## config.mk

```make
export PLATFORM = sky130hd
export DESIGN_NAME = if1_fetch_flat
export DESIGN_NICKNAME = d
export VERILOG_FILES = /design/src/rtl/if1_fetch_if.sv /design/src/rtl/if1_fetch.sv /design/src/flat_wrapper.sv
export SDC_FILE = /design/constraint.sdc
export NUM_CORES = 1
export LEC_CHECK = 0
export BUFFER_PORTS_ARGS = -buffer_cell sky130_fd_sc_hd__buf_4
export CAP_MARGIN = 0
export CORE_MARGIN = 4
export CORE_UTILIZATION = 48
export CTS_CLUSTER_SIZE = 20
export DETAILED_ROUTE_END_ITERATION = 8
export PLACE_DENSITY = 0.76
export SETUP_SLACK_MARGIN = 0.15
export SYNTH_ARGS = -nofsm -noshare
export SYNTH_HDL_FRONTEND = slang
export SYNTH_SLANG_ARGS = --single-unit
```

## constraint.sdc

```tcl
create_clock -name clk -period 2.65 [get_ports clk]
set_input_delay 0 -clock clk [delete_from_list [all_inputs] [get_ports clk]]
set_output_delay 0 -clock clk [all_outputs]
set_load 0.05 [all_outputs]
```

## src/rtl/if1_fetch_if.sv

```systemverilog
// Fetch-stage bus bundle: stall/redirect inputs from the pipeline, instruction-SRAM request
// and IF1->IF2 payload outputs. The master modport is the fetch unit.
interface if1_fetch_if #(parameter int STALL_W = 6);
  logic [STALL_W-1:0] stall;
  logic               br_e;
  logic [31:0]        br_addr;
  logic [33:0]        if12if2_bus;
  logic               inst_sram_en;
  logic [3:0]         inst_sram_we;
  logic [31:0]        inst_sram_addr;
  logic [31:0]        inst_sram_wdata;
  logic [31:0]        fetch_cnt;

  modport master (
    input  stall, br_e, br_addr,
    output if12if2_bus, inst_sram_en, inst_sram_we, inst_sram_addr, inst_sram_wdata, fetch_cnt
  );

  modport slave (
    output stall, br_e, br_addr,
    input  if12if2_bus, inst_sram_en, inst_sram_we, inst_sram_addr, inst_sram_wdata, fetch_cnt
  );
endinterface

```

## src/rtl/if1_fetch.sv

```systemverilog
// IF1 fetch stage: PC register with redirect, stall-deferred redirect and misaligned-PC marking.
// Optional fetch counter enabled by defining IF1_FETCH_CNT_EN.
module if1_fetch #(
  parameter logic [31:0] RESET_PC = 32'h8000_0000
) (
  input logic          clk,
  input logic          rst_n,
  if1_fetch_if.master  bus
);
  logic [31:0] pc_r;
  logic        valid_r;
  logic        pend_v;
  logic [31:0] pend_addr;
  logic        stall0;
  logic        adel;
  logic        fetch;
  logic        unused_stall;

  assign stall0       = bus.stall[0];
  assign unused_stall = ^bus.stall;

  assign adel  = (pc_r[1:0] != 2'b00) & valid_r;
  assign fetch = valid_r & ~pend_v & ~adel;

  assign bus.inst_sram_en    = fetch;
  assign bus.inst_sram_addr  = pc_r;
  assign bus.inst_sram_we    = 4'b0000;
  assign bus.inst_sram_wdata = 32'h0;
  assign bus.if12if2_bus     = {adel, fetch, pc_r};

  // A redirect that lands during a stall is parked; the newest target overwrites the parked one.
  always_ff @(posedge clk) begin
    if (!rst_n) begin
      pc_r      <= RESET_PC;
      valid_r   <= 1'b0;
      pend_v    <= 1'b0;
      pend_addr <= 32'h0;
    end else if (bus.br_e) begin
      if (!stall0) begin
        pc_r    <= bus.br_addr;
        valid_r <= 1'b1;
        pend_v  <= 1'b0;
      end else begin
        pend_addr <= bus.br_addr;
        pend_v    <= 1'b1;
      end
    end else if (!stall0) begin
      if (pend_v) begin
        pc_r    <= pend_addr;
        pend_v  <= 1'b0;
        valid_r <= 1'b1;
      end else if (!valid_r) begin
        valid_r <= 1'b1;
      end else begin
        pc_r <= pc_r + 32'd4;
      end
    end
  end

`ifdef IF1_FETCH_CNT_EN
  logic [31:0] cnt_r;

  always_ff @(posedge clk) begin
    if (!rst_n) begin
      cnt_r <= 32'h0;
    end else if (fetch && !stall0) begin
      cnt_r <= cnt_r + 32'd1;
    end
  end

  assign bus.fetch_cnt = cnt_r;
`else
  assign bus.fetch_cnt = 32'h0;
`endif
endmodule

```

## src/flat_wrapper.sv

```systemverilog
// flat-port wrapper written by rule: the top's interface ports become plain ports
module if1_fetch_flat 
#(
  parameter logic [31:0] RESET_PC = 32'h8000_0000
)
  (clk, rst_n, bus_stall, bus_br_e, bus_br_addr, bus_if12if2_bus, bus_inst_sram_en, bus_inst_sram_we, bus_inst_sram_addr, bus_inst_sram_wdata, bus_fetch_cnt);
  if1_fetch_if #(.STALL_W(6)) bus_i ();
  input logic clk;
  input logic rst_n;
  input wire logic [$bits(bus_i.stall)-1:0] bus_stall;
  input wire logic [$bits(bus_i.br_e)-1:0] bus_br_e;
  input wire logic [$bits(bus_i.br_addr)-1:0] bus_br_addr;
  output wire logic [$bits(bus_i.if12if2_bus)-1:0] bus_if12if2_bus;
  output wire logic [$bits(bus_i.inst_sram_en)-1:0] bus_inst_sram_en;
  output wire logic [$bits(bus_i.inst_sram_we)-1:0] bus_inst_sram_we;
  output wire logic [$bits(bus_i.inst_sram_addr)-1:0] bus_inst_sram_addr;
  output wire logic [$bits(bus_i.inst_sram_wdata)-1:0] bus_inst_sram_wdata;
  output wire logic [$bits(bus_i.fetch_cnt)-1:0] bus_fetch_cnt;
  assign bus_i.stall = bus_stall;
  assign bus_i.br_e = bus_br_e;
  assign bus_i.br_addr = bus_br_addr;
  assign bus_if12if2_bus = bus_i.if12if2_bus;
  assign bus_inst_sram_en = bus_i.inst_sram_en;
  assign bus_inst_sram_we = bus_i.inst_sram_we;
  assign bus_inst_sram_addr = bus_i.inst_sram_addr;
  assign bus_inst_sram_wdata = bus_i.inst_sram_wdata;
  assign bus_fetch_cnt = bus_i.fetch_cnt;
  if1_fetch #(.RESET_PC(RESET_PC)) u_core (.clk(clk), .rst_n(rst_n), .bus(bus_i));
endmodule
```

==> results.env <==
FIN_NETS=742
GRT_MAX_DEGREE=45
CRIT-REG2REG-LAUNCH='u_core.bus.inst_sram_addr[8]$_SDFFE_PN0P_'
MAXCLOCKFREQUENCY_GHz=0.453
SYNTHESIS.INSTANCES=614
LAYOUT-DRIVE-GT1-SHARE_PCT=20.6
CRIT_PATH_START='u_core.bus.inst_sram_addr[8]$_SDFFE_PN0P_'
NUM-FILL-CELLS=828
DIE_WIDTH_UM=106
ANTENNA_VIOLATION_NET_COUNT_AFTER_DETAILED_ROUTING=0
CRITICAL_PATH_ARRIVAL_NS=2.44
RESULT_OF_THE_RUN='finished, final reports clean'
POST_SYNTH_MAIN_AREA_CONTRIBUTORS='sky130_fd_sc_hd__dfxtp_1 29%, sky130_fd_sc_hd__buf_4 17%, sky130_fd_sc_hd__nand2_1 10%'
INITIAL_CELL_DENSITY_OF_THE_CORE_PCT=49.4
POST_DRT_VIA_CELL_RATIO=5.43
WORSTMARGINPINSLEW_NS=0.818
SYNTH_MOST_COMMON_CELL='sky130_fd_sc_hd__nand2_1'
AREA_GROWTH_PCT=19.2
SHARE_OF_THE_SYNTHESIZED_AREA_IN_THE_TOP_CELL_TYPE_PCT=28.8
NUM_IO_PINS=176
FINAL_WORST_SETUP_SLACK_NS=0.442
SYNTH_SEQUENTIAL_AREA_RATIO_PCT=28.8
CRIT_PATH_TOP_DELAY_CELL='sky130_fd_sc_hd__nor4_2'
SYN_AREA_MM2=0.00459
GRT_PASS1_WL_UM=20500
MAXCAPVIOLATIONS=0
POSTSYNTHAREAPERCELL_UM2=7.48
SYNTH_CELL_TYPES=60
UNREPAIRED_SETUP_ENDPOINTS_AFTER_GLOBAL_ROUTING='no'
VDD.IR_DROP.WORST_mV=0.265
NUMCTSBUFFERS=9
SYNTH_TOP_CELL_BY_AREA='sky130_fd_sc_hd__dfxtp_1'
DETAIL_ROUTE.WL_PER_CELL_UM=15.3
NUM_VIAS=4525
DIE_H_UM=106
1ST_ITER_DRT_VIOLS=391
GRT.TOTAL_USAGE_PCT=22.3
DESIGN.CORE.AREA_MM2=0.00928
SYNTH.TOP_CELLS.BY_COUNT='124 x sky130_fd_sc_hd__nand2_1, 102 x sky130_fd_sc_hd__buf_4, 66 x sky130_fd_sc_hd__dfxtp_1, 39 x sky130_fd_sc_hd__a21boi_0, 35 x sky130_fd_sc_hd__clkbuf_1'
POWER_LEAKAGE_nW=2.36
GLOBALROUTEOVERFLOWTOTAL=0
SETUP.WORST_PATH.END_CLASS='flip-flop'
MAX-SLEW-MARGIN-REL_PCT=45.0
CRITICAL_PATH.CELL_CHAIN='nand3_2, nor4_2, nand4_1, mux2i_1, o21ai_0'
HOLD_VIOL=0
POWERDENSITY_mW_PER_MM2=535
SYNTH-WARNING-COUNT=0
FINALCLOCKSKEW_NS=0.0109
CTS_HOLD_REPAIR.BUFFERS=32
SLEW_VIOL_FINAL=0
FLOORPLAN.ROWS=35
DP_WORST_SETUP_SLACK_NS=0.533
WORST_HOLD_STARTPOINT='bus_stall[0]'
FIN_TNS_SETUP_NS=0
MIN_PERIOD_OVER_PERIOD_PCT=83.3
DESIGN.DIE.AREA_MM2=0.0112
NUMBER_OF_CLOCK_SINKS=66
CTS-RESIZED-GATES=0
WORST-ENDPOINT-REQUIRED_NS=2.88
VIA_COUNT_OF_THE_FIRST_GLOBAL_ROUTING_PASS=4088
CTS_MAX_PATH_BUFFERS=2
INSERTEDDIODECOUNT=0
HP-CLASS='in2reg'
CLOCKROOTBUFFER='sky130_fd_sc_hd__clkbuf_8'
POSTSYNTH.TOPFLOPCELL='sky130_fd_sc_hd__dfxtp_1'
SYNTH-ASYNC-RESET-RATIO_PCT=0
WORST_SETUP_PATH_START_KIND='flip-flop'
DP_HPWL_UM=8880
R2R_SETUP_SLACK_NS=0.44
DRTPASS1ITERATIONS=5
GP_ROUTABILITY_CONGESTION=0.862
POSTSYNTHREGISTERBITS=66
CRITICAL_PATH_PEAK_FANOUT=9
INITIAL_ANTENNA_VIOLATION_COUNT=0
CLK-INSERTION-DELAY-LATE_NS=0.35
TRITONCTS='built'
CTS_SETUP_BUFFERS=0
MINIMUM_CLOCK_PERIOD_NS=2.21
PORT_BUFFERS=102
SYNTH_EDF_COUNT=0
PATH_CLK_SLEW_NS=0.07
FINALSETUPVIOLCOUNT=0
DRCVIOLATIONCOUNT=0
CLOCK_TREE.HTREE_LEVEL_COUNT=3
AGGREGATE_ROUTED_WIRE_LENGTH_UM=12800
CRITICAL-PATH-MAX-STAGE-DELAY_NS=0.77
TIMING_WORST_SETUP_PATH_TYPE='reg2reg'
-- placed cells by master (no fill, tap or decap), types with 3 or more instances in the layout --
master	n
sky130_fd_sc_hd__a211o_1	3
sky130_fd_sc_hd__a211oi_1	3
sky130_fd_sc_hd__a21boi_0	39
sky130_fd_sc_hd__a21oi_1	23
sky130_fd_sc_hd__a31oi_1	6
sky130_fd_sc_hd__and2_1	5
sky130_fd_sc_hd__and3_1	11
sky130_fd_sc_hd__buf_4	115
sky130_fd_sc_hd__clkbuf_8	12
sky130_fd_sc_hd__conb_1	68
sky130_fd_sc_hd__dfxtp_1	66
sky130_fd_sc_hd__dlygate4sd3_1	32
sky130_fd_sc_hd__inv_1	8
sky130_fd_sc_hd__mux2i_1	11
sky130_fd_sc_hd__nand2_1	124
sky130_fd_sc_hd__nand3_1	12
sky130_fd_sc_hd__nand4_1	7
sky130_fd_sc_hd__nor2_1	31
sky130_fd_sc_hd__nor2b_1	3
sky130_fd_sc_hd__nor3_1	7
sky130_fd_sc_hd__nor4_1	3
sky130_fd_sc_hd__nor4_4	3
sky130_fd_sc_hd__nor4b_1	4
sky130_fd_sc_hd__o211a_1	3
sky130_fd_sc_hd__o211ai_1	20
sky130_fd_sc_hd__o21ai_0	32
sky130_fd_sc_hd__o311ai_0	3
sky130_fd_sc_hd__or2_2	4
sky130_fd_sc_hd__xor2_1	3
-- layer usage --
metal  part of all wire [%]  wire (um)  GRT usage, %  vias up
met5                      0          0             0        -
met1                     41       5270          29.2     2123
met4                    2.1        270          7.96        0
met3                    8.6       1100          4.47       31
li1                       -          -             -     2137
met2                     48       6120          36.6      234
-- final timing paths --
path | to | cells past startpoint
max | u_core.bus.inst_sram_addr[27]$_SDFFE_PN0P_ | 5
min | u_core.valid_r$_SDFFE_PN0N_ | 2
min reg2reg | u_core.pend_addr[13]$_SDFFE_PN0P_ | 2
max reg2reg | u_core.bus.inst_sram_addr[27]$_SDFFE_PN0P_ | 5
-- stage by stage --
stage               area [um^2]  util (%)  std cells  power [mW]  hold WS, ns
finish                     5470      59.0        834        2.93       0.0285
global route               5470      59.0        834        3.05       0.0218
CTS                        5470      59.0        834        2.93       0.0116
detailed placement         4970      53.5        786        2.10        0.280
global placement           4970      53.5        786        2.08        0.269
floorplan                  4850         -        681        1.97        0.145
-- report_power, final --
part	switching (mW)	leakage, nW	internal (mW)	total, mW
clock network	0.388	0.0965	0.415	0.803
logic	0.715	1.72	0.267	0.982
registers	0.0883	0.542	1.05	1.14
-- critical path, delay by kind of cell (launching register included) --
| kind | cells | cell delay, ns |
|---|---|---|
| multiplexers | 1 | 0.23 |
| flip-flops | 1 | 0.47 |
| AND/OR/NAND/NOR | 3 | 1.29 |
| AO/OA/AOI/OAI | 1 | 0.10 |
-- layout make-up --
cell class	count	area [um^2]	share of cell area, %
tap	129	161	2.95
inverter	8	30.0	0.549
sequential	66	1320	24.1
clock inverter	2	10.0	0.183
multi-input combinational	468	2590	47.4
clock buffer	14	173	3.15
timing repair buffer	147	1180	21.6
-- sequential cells by signal, summed over array words and instances (netlist names) --
register and flops:
u_core.pend_v 1, u_core.bus.inst_sram_addr 32, u_core.pend_addr 32, u_core.valid_r 1
-- logic make-up (layout without fill, tap and decap cells) --
group           Yosys count  count (layout)  synth area share, %
compound gates          153             153                 22.4
xor+xnor                  5               5                0.954
fa+ha+maj                 1               1                0.273
buf+inv                 147             171                 20.4
flops                    66              66                 28.8
mux                      11              11                 2.40
other cells               1              68               0.0817
simple gates            230             230                 24.7
No activity file was read; power rests on OpenSTA's default activity.
